File: config.mk
export PLATFORM = sky130hd
export DESIGN_NAME = mode_scheduler
export DESIGN_NICKNAME = d
export VERILOG_FILES = /design/src/rtl/mode_scheduler_pkg.sv /design/src/rtl/mode_sync_decode.sv /design/src/rtl/mode_scheduler.sv
export SDC_FILE = /design/constraint.sdc
export NUM_CORES = 1
export LEC_CHECK = 0
export ABC_CLOCK_PERIOD_IN_PS = 2200
export CAP_MARGIN = 0
export CORE_AREA = 2 2 66 68
export CTS_CLUSTER_DIAMETER = 120
export DETAILED_ROUTE_END_ITERATION = 8
export DIE_AREA = 0 0 68 70
export PLACE_DENSITY = 0.86
export SLEW_MARGIN = 5
export SYNTH_ARGS = -nofsm -noshare
export SYNTH_HDL_FRONTEND = slang
export SYNTH_SLANG_ARGS = --single-unit
File: constraint.sdc
create_clock -name clk -period 2.2 [get_ports clk]
set_input_delay 0.33 -clock clk [delete_from_list [all_inputs] [get_ports clk]]
set_output_delay 0.33 -clock clk [all_outputs]
set_load 0.02 [all_outputs]
File: src/rtl/mode_scheduler_pkg.sv
// Shared definitions for the watch mode scheduler.
// Holds the mode and state encodings, the LCD frame length, and the dip_sw decode.
package mode_scheduler_pkg;

    localparam logic [1:0] MODE_WATCH = 2'd0;
    localparam logic [1:0] MODE_SET   = 2'd1;
    localparam logic [1:0] MODE_ALARM = 2'd2;
    localparam logic [1:0] MODE_STOP  = 2'd3;

    // index_char of the last character in an LCD frame
    localparam int unsigned LCD_LAST_INDEX = 31;

    typedef enum logic [1:0] {
        StRun,
        StPending,
        StMask,
        StAlarm
    } state_e;

    // Only a single recognised switch selects a non-watch mode; anything else is watch.
    function automatic logic [1:0] decode_req(input logic [3:0] sw);
        logic [1:0] m;
        case (sw)
            4'b0001: m = MODE_SET;
            4'b0010: m = MODE_ALARM;
            4'b0100: m = MODE_STOP;
            default: m = MODE_WATCH;
        endcase
        return m;
    endfunction

endpackage

File: src/rtl/mode_sync_decode.sv
// Two-flop synchroniser for the raw dip_sw inputs followed by decode to a requested mode.
// Ports:
//   clk, rst : clock, asynchronous active-low reset
//   dip_sw   : raw mode-select switches
//   req      : requested mode decoded from the synchronised switches
module mode_sync_decode
    import mode_scheduler_pkg::*;
(
    input  logic       clk,
    input  logic       rst,
    input  logic [3:0] dip_sw,
    output logic [1:0] req
);

    logic [3:0] sync1_q;
    logic [3:0] sync2_q;

    always_ff @(posedge clk or negedge rst) begin
        if (!rst) begin
            sync1_q <= 4'b0000;
            sync2_q <= 4'b0000;
        end else begin
            sync1_q <= dip_sw;
            sync2_q <= sync1_q;
        end
    end

    assign req = decode_req(sync2_q);

endmodule

File: src/rtl/mode_scheduler.sv
// Decides which watch mode owns the LCD character stream and the push-switches.
// Mode changes commit only at an LCD frame end, switches are masked across a change until
// released, and a rising alarm_req pre-empts the display until acknowledged or timed out.
// Ports:
//   clk, rst                : clock, asynchronous active-low reset
//   dip_sw                  : raw mode-select switches
//   sw_in                   : debounced push-switch levels
//   en_1hz                  : one-cycle 1 Hz enable (alarm timeout tick)
//   en_clk, index_char      : LCD driver step enable and character index
//   alarm_req               : alarm-match level
//   data_mode0..data_mode3  : character from each mode
//   data_char               : character to the LCD driver
//   sw_mode0..sw_mode3      : switch levels routed to each mode
//   mode                    : committed mode
//   alarm_active, mode_busy : status (ALARM; PENDING or MASK)
module mode_scheduler
    import mode_scheduler_pkg::*;
#(
    parameter int unsigned LAST_INDEX    = LCD_LAST_INDEX,
    parameter int unsigned ALARM_TIMEOUT = 60
) (
    input  logic       clk,
    input  logic       rst,
    input  logic [3:0] dip_sw,
    input  logic [3:0] sw_in,
    input  logic       en_1hz,
    input  logic       en_clk,
    input  logic [4:0] index_char,
    input  logic       alarm_req,
    input  logic [7:0] data_mode0,
    input  logic [7:0] data_mode1,
    input  logic [7:0] data_mode2,
    input  logic [7:0] data_mode3,
    output logic [7:0] data_char,
    output logic [3:0] sw_mode0,
    output logic [3:0] sw_mode1,
    output logic [3:0] sw_mode2,
    output logic [3:0] sw_mode3,
    output logic [1:0] mode,
    output logic       alarm_active,
    output logic       mode_busy
);

    localparam int unsigned CntW = $clog2(ALARM_TIMEOUT + 1);
    localparam logic [CntW-1:0] CntMax = CntW'(ALARM_TIMEOUT);

    logic [1:0]      req;
    state_e          state_q, state_d;
    logic [1:0]      mode_q, mode_d;
    logic [CntW-1:0] cnt_q, cnt_d;
    logic            alarm_req_q;
    logic            alarm_rise;
    logic            frame_end;

    mode_sync_decode u_sync_decode (
        .clk    (clk),
        .rst    (rst),
        .dip_sw (dip_sw),
        .req    (req)
    );

    assign alarm_rise = alarm_req & ~alarm_req_q;
    assign frame_end  = en_clk && (index_char == 5'(LAST_INDEX));

    always_ff @(posedge clk or negedge rst) begin
        if (!rst) begin
            state_q     <= StRun;
            mode_q      <= MODE_WATCH;
            cnt_q       <= '0;
            alarm_req_q <= 1'b0;
        end else begin
            state_q     <= state_d;
            mode_q      <= mode_d;
            cnt_q       <= cnt_d;
            alarm_req_q <= alarm_req;
        end
    end

    always_comb begin
        state_d = state_q;
        mode_d  = mode_q;
        cnt_d   = cnt_q;
        if (alarm_rise && (state_q != StAlarm)) begin
            state_d = StAlarm;
            cnt_d   = '0;
        end else begin
            unique case (state_q)
                StRun: begin
                    if (req != mode_q) state_d = StPending;
                end
                StPending: begin
                    if (req == mode_q) begin
                        state_d = StRun;
                    end else if (frame_end) begin
                        mode_d  = req;
                        state_d = StMask;
                    end
                end
                StMask: begin
                    if (sw_in == 4'b0000) state_d = StRun;
                end
                StAlarm: begin
                    if (en_1hz && (cnt_q != CntMax)) cnt_d = cnt_q + CntW'(1);
                    // Acknowledge and timeout leave through the same path.
                    if ((|sw_in) || (cnt_d == CntMax)) begin
                        state_d = (req != mode_q) ? StPending : StMask;
                    end
                end
                default: state_d = StRun;
            endcase
        end
    end

    always_comb begin
        data_char    = data_mode0;
        sw_mode0     = 4'b0000;
        sw_mode1     = 4'b0000;
        sw_mode2     = 4'b0000;
        sw_mode3     = 4'b0000;
        alarm_active = (state_q == StAlarm);
        mode_busy    = (state_q == StPending) || (state_q == StMask);
        mode         = mode_q;

        if (state_q == StAlarm) begin
            data_char = data_mode2;
        end else begin
            case (mode_q)
                MODE_WATCH: data_char = data_mode0;
                MODE_SET:   data_char = data_mode1;
                MODE_ALARM: data_char = data_mode2;
                MODE_STOP:  data_char = data_mode3;
                default:    data_char = data_mode0;
            endcase
        end

        if (state_q == StRun) begin
            case (mode_q)
                MODE_WATCH: sw_mode0 = sw_in;
                MODE_SET:   sw_mode1 = sw_in;
                MODE_ALARM: sw_mode2 = sw_in;
                MODE_STOP:  sw_mode3 = sw_in;
                default:    sw_mode0 = sw_in;
            endcase
        end
    end

endmodule

==> results.toml <==
[synthesis]
syn_nets = 252
ys_warn_count = 0
netlist_area_sq_um = 1540
syn_inst = 196
ys_types = 45
synth-async-reset-ratio = 1.00
synth_seq_cells = 19
synthFlopType = "dfrtp_1"
postSynthAreaPerCell_sq_um = 7.86
yosysSeqAreaShare = 0.309
synth_edf_count = 0

[floorplanning]
fp.dieArea_sq_um = 4760
initial_core_util = 0.372
die_h_um = 70
coreArea_sq_um = 4140
die_w_um = 68
fp-row-count = 24
io_pins = 78

[route]
wire_per_inst_um = 13.4
vias = 1761
antenna_left = 0
firstDrtPassIters = 4
wirelength_um = 4460
avgViaCountPerCell = 5.29
drt_iter0_markers = 81
drc = 0

[setup_path]
arrival_ns = 2.21
path_cells = "nand2b_2, nor3b_1, a21o_1, or2_4, nor4b_4, mux2_1"
slowest_stage = "dfrtp_1"
r2r_slack_ns = 0.14
start_kind = "flip-flop"
path_class = "flip-flop to flip-flop"
cp.required_ns = 2.34
critPathMaxStageDelay_ns = 0.49
critPathCaptureType = "flip-flop"
path_delay_family = "simple AND/OR/NAND/NOR gates"
crit_buf_inv = 0
crit_path_max_fanout = 9

[pwr]
worst_ir_drop_vdd_mv = 0.757
p_leak_nw = 1.05
p_switching_mw = 0.823
p_per_area_nw_per_um2 = 767
combPwrFrac = 0.625
power_frac_seq = 0.242
p_int_mw = 1.08
pwr-share-clk = 0.133
p_sw_frac = 0.433

[flow_run]
max-cap-violations = 0

[layout]
syn2layout_area_growth_pct = 60.8
drive_above_1_share = 0.167
nFillCells = 371
final_common_cell = "clkdlybuf4s50_1"
post-route-util = 0.598
final_cell_mix = "clkdlybuf4s50_1, nor2_1, nand2_1"
final_area_sq_um = 2480
nets = 338
antennaDiodeCount = 0

[grt]
grt_max_degree = 24
grt_pass1_vias = 1724
grt_usage = 0.199
antenna_found_initial = 0
grt_pass1_wl_um = 7480
overflow = 0

[sta]
fin_crit_sh = 0.937
hold_viol_final = 0
setup_violations = 0
worst_pin_slew_ns = 0.368
drv_slew = 0
min_period_ns = 2.06
clock_skew_ns = 0.000804
fin_hold_ws_ns = 0.353
slew_headroom = 0.748
fmax_mhz = 485

[cts]
cts_made_buffers = 3
postCtsSetupRepairBufs = 0
htree_levels = 1
clockBufferDepth = 2
cts-root-buf = "clkbuf_8"
cts.reportedPaths.clkPinSlew_ns = 0.08
clkLatencyLatePin_ns = 0.26
cts.sinks = 19
cts_tree = "done"

[place]
dp_hpwl_um = 3540
place.gp.congestion = 0.920
dpl_cell_area_sq_um = 2450
portBuffers = 77

[worst_hold_path]
hp-class = "flip-flop to flip-flop"

[run_status]
status = "complete, no violations"
## routing by layer
layer  vias up  global-route usage  part of all wire
li1        876                   -                 -
met1       810               0.244              0.41
met2        70               0.347              0.49
met3         5              0.0258             0.089
met4         0              0.0689             0.012
met5         -                   0                 0
## logic make-up (layout without fill, tap and decap cells)
kind of cell | Yosys count | after routing | synth area share
buffers and inverters | 19 | 104 | 0.0577
multiplexers | 11 | 11 | 0.0788
AO/OA/AOI/OAI | 55 | 55 | 0.227
AND/OR/NAND/NOR | 83 | 83 | 0.262
adder cells (fa/ha/maj) | 6 | 6 | 0.0487
XOR/XNOR | 3 | 3 | 0.0171
flip-flops | 19 | 19 | 0.309
## per-stage QoR
stage / worst slack [ns] / instances / total power, mW / setup TNS (ns)
after floorplan: 0.0775 / 196 / 1.17 / 0
after global routing: -0.0208 / 333 / 2.06 / -0.0208
final: 0.138 / 333 / 1.90 / 0
after CTS: 0.0202 / 333 / 1.88 / 0
after global placement: -0.107 / 329 / 1.65 / -0.211
after detailed placement: -0.112 / 329 / 1.67 / -0.158
## registers in the layout (all words and copies together), names as in the netlist
name                   count
cnt_q                      6
alarm_req_q                1
u_sync_decode.sync2_q      4
state_q                    2
u_sync_decode.sync1_q      4
mode                       2
## cell type report
| cell class | count | area (sq um) | share of cell area |
|---|---|---|---|
| tap | 52 | 65.1 | 0.0263 |
| clock inverter | 1 | 7.51 | 0.00303 |
| sequential | 19 | 475 | 0.192 |
| inverter | 7 | 26.3 | 0.0106 |
| multi-input combinational | 158 | 1010 | 0.409 |
| timing repair buffer | 93 | 847 | 0.342 |
| clock buffer | 3 | 41.3 | 0.0167 |
## cells in the mapped netlist (3+ instances only)
cell type | n | area share
nor2_1 | 33 | 0.080
nand2b_1 | 5 | 0.020
nor3_1 | 5 | 0.016
nand2_1 | 23 | 0.056
xnor2_1 | 3 | 0.017
mux2_2 | 7 | 0.051
o21ai_0 | 12 | 0.039
o22ai_1 | 8 | 0.032
ha_1 | 6 | 0.049
clkbuf_1 | 7 | 0.017
nand4_1 | 3 | 0.012
dfrtp_1 | 19 | 0.31
inv_1 | 7 | 0.017
a21oi_1 | 15 | 0.049
## power by group through the flow
stage	clock [mW]	sequential, mW	combinational [mW]
after floorplan	0	0.444	0.727
after global placement	0	0.457	1.19
after detailed placement	0	0.462	1.21
after CTS	0.256	0.454	1.17
after global routing	0.274	0.472	1.31
final	0.253	0.459	1.19
## worst paths after layout
path | start | end | cells past startpoint
max reg2reg | mode[1]$_DFFE_PN0P_ | mode[1]$_DFFE_PN0P_ | 6
min | u_sync_decode.sync1_q[2]$_DFF_PN0_ | u_sync_decode.sync2_q[2]$_DFF_PN0_ | 0
max | mode[1]$_DFFE_PN0P_ | mode[1]$_DFFE_PN0P_ | 6
min reg2reg | u_sync_decode.sync1_q[2]$_DFF_PN0_ | u_sync_decode.sync2_q[2]$_DFF_PN0_ | 0
max in group asynchronous | rst | cnt_q[2]$_DFFE_PN0P_ | 2
min in group asynchronous | rst | u_sync_decode.sync1_q[3]$_DFF_PN0_ | 2
## what timing repair did
item | 4_1_cts | 5_1_grt
hold buffers | 0 | 0
pin swaps | 0 | 2
gates resized for setup | 29 | 21
endpoints found under the setup margin | 24 | 9
(Power assumes the default switching activity.)
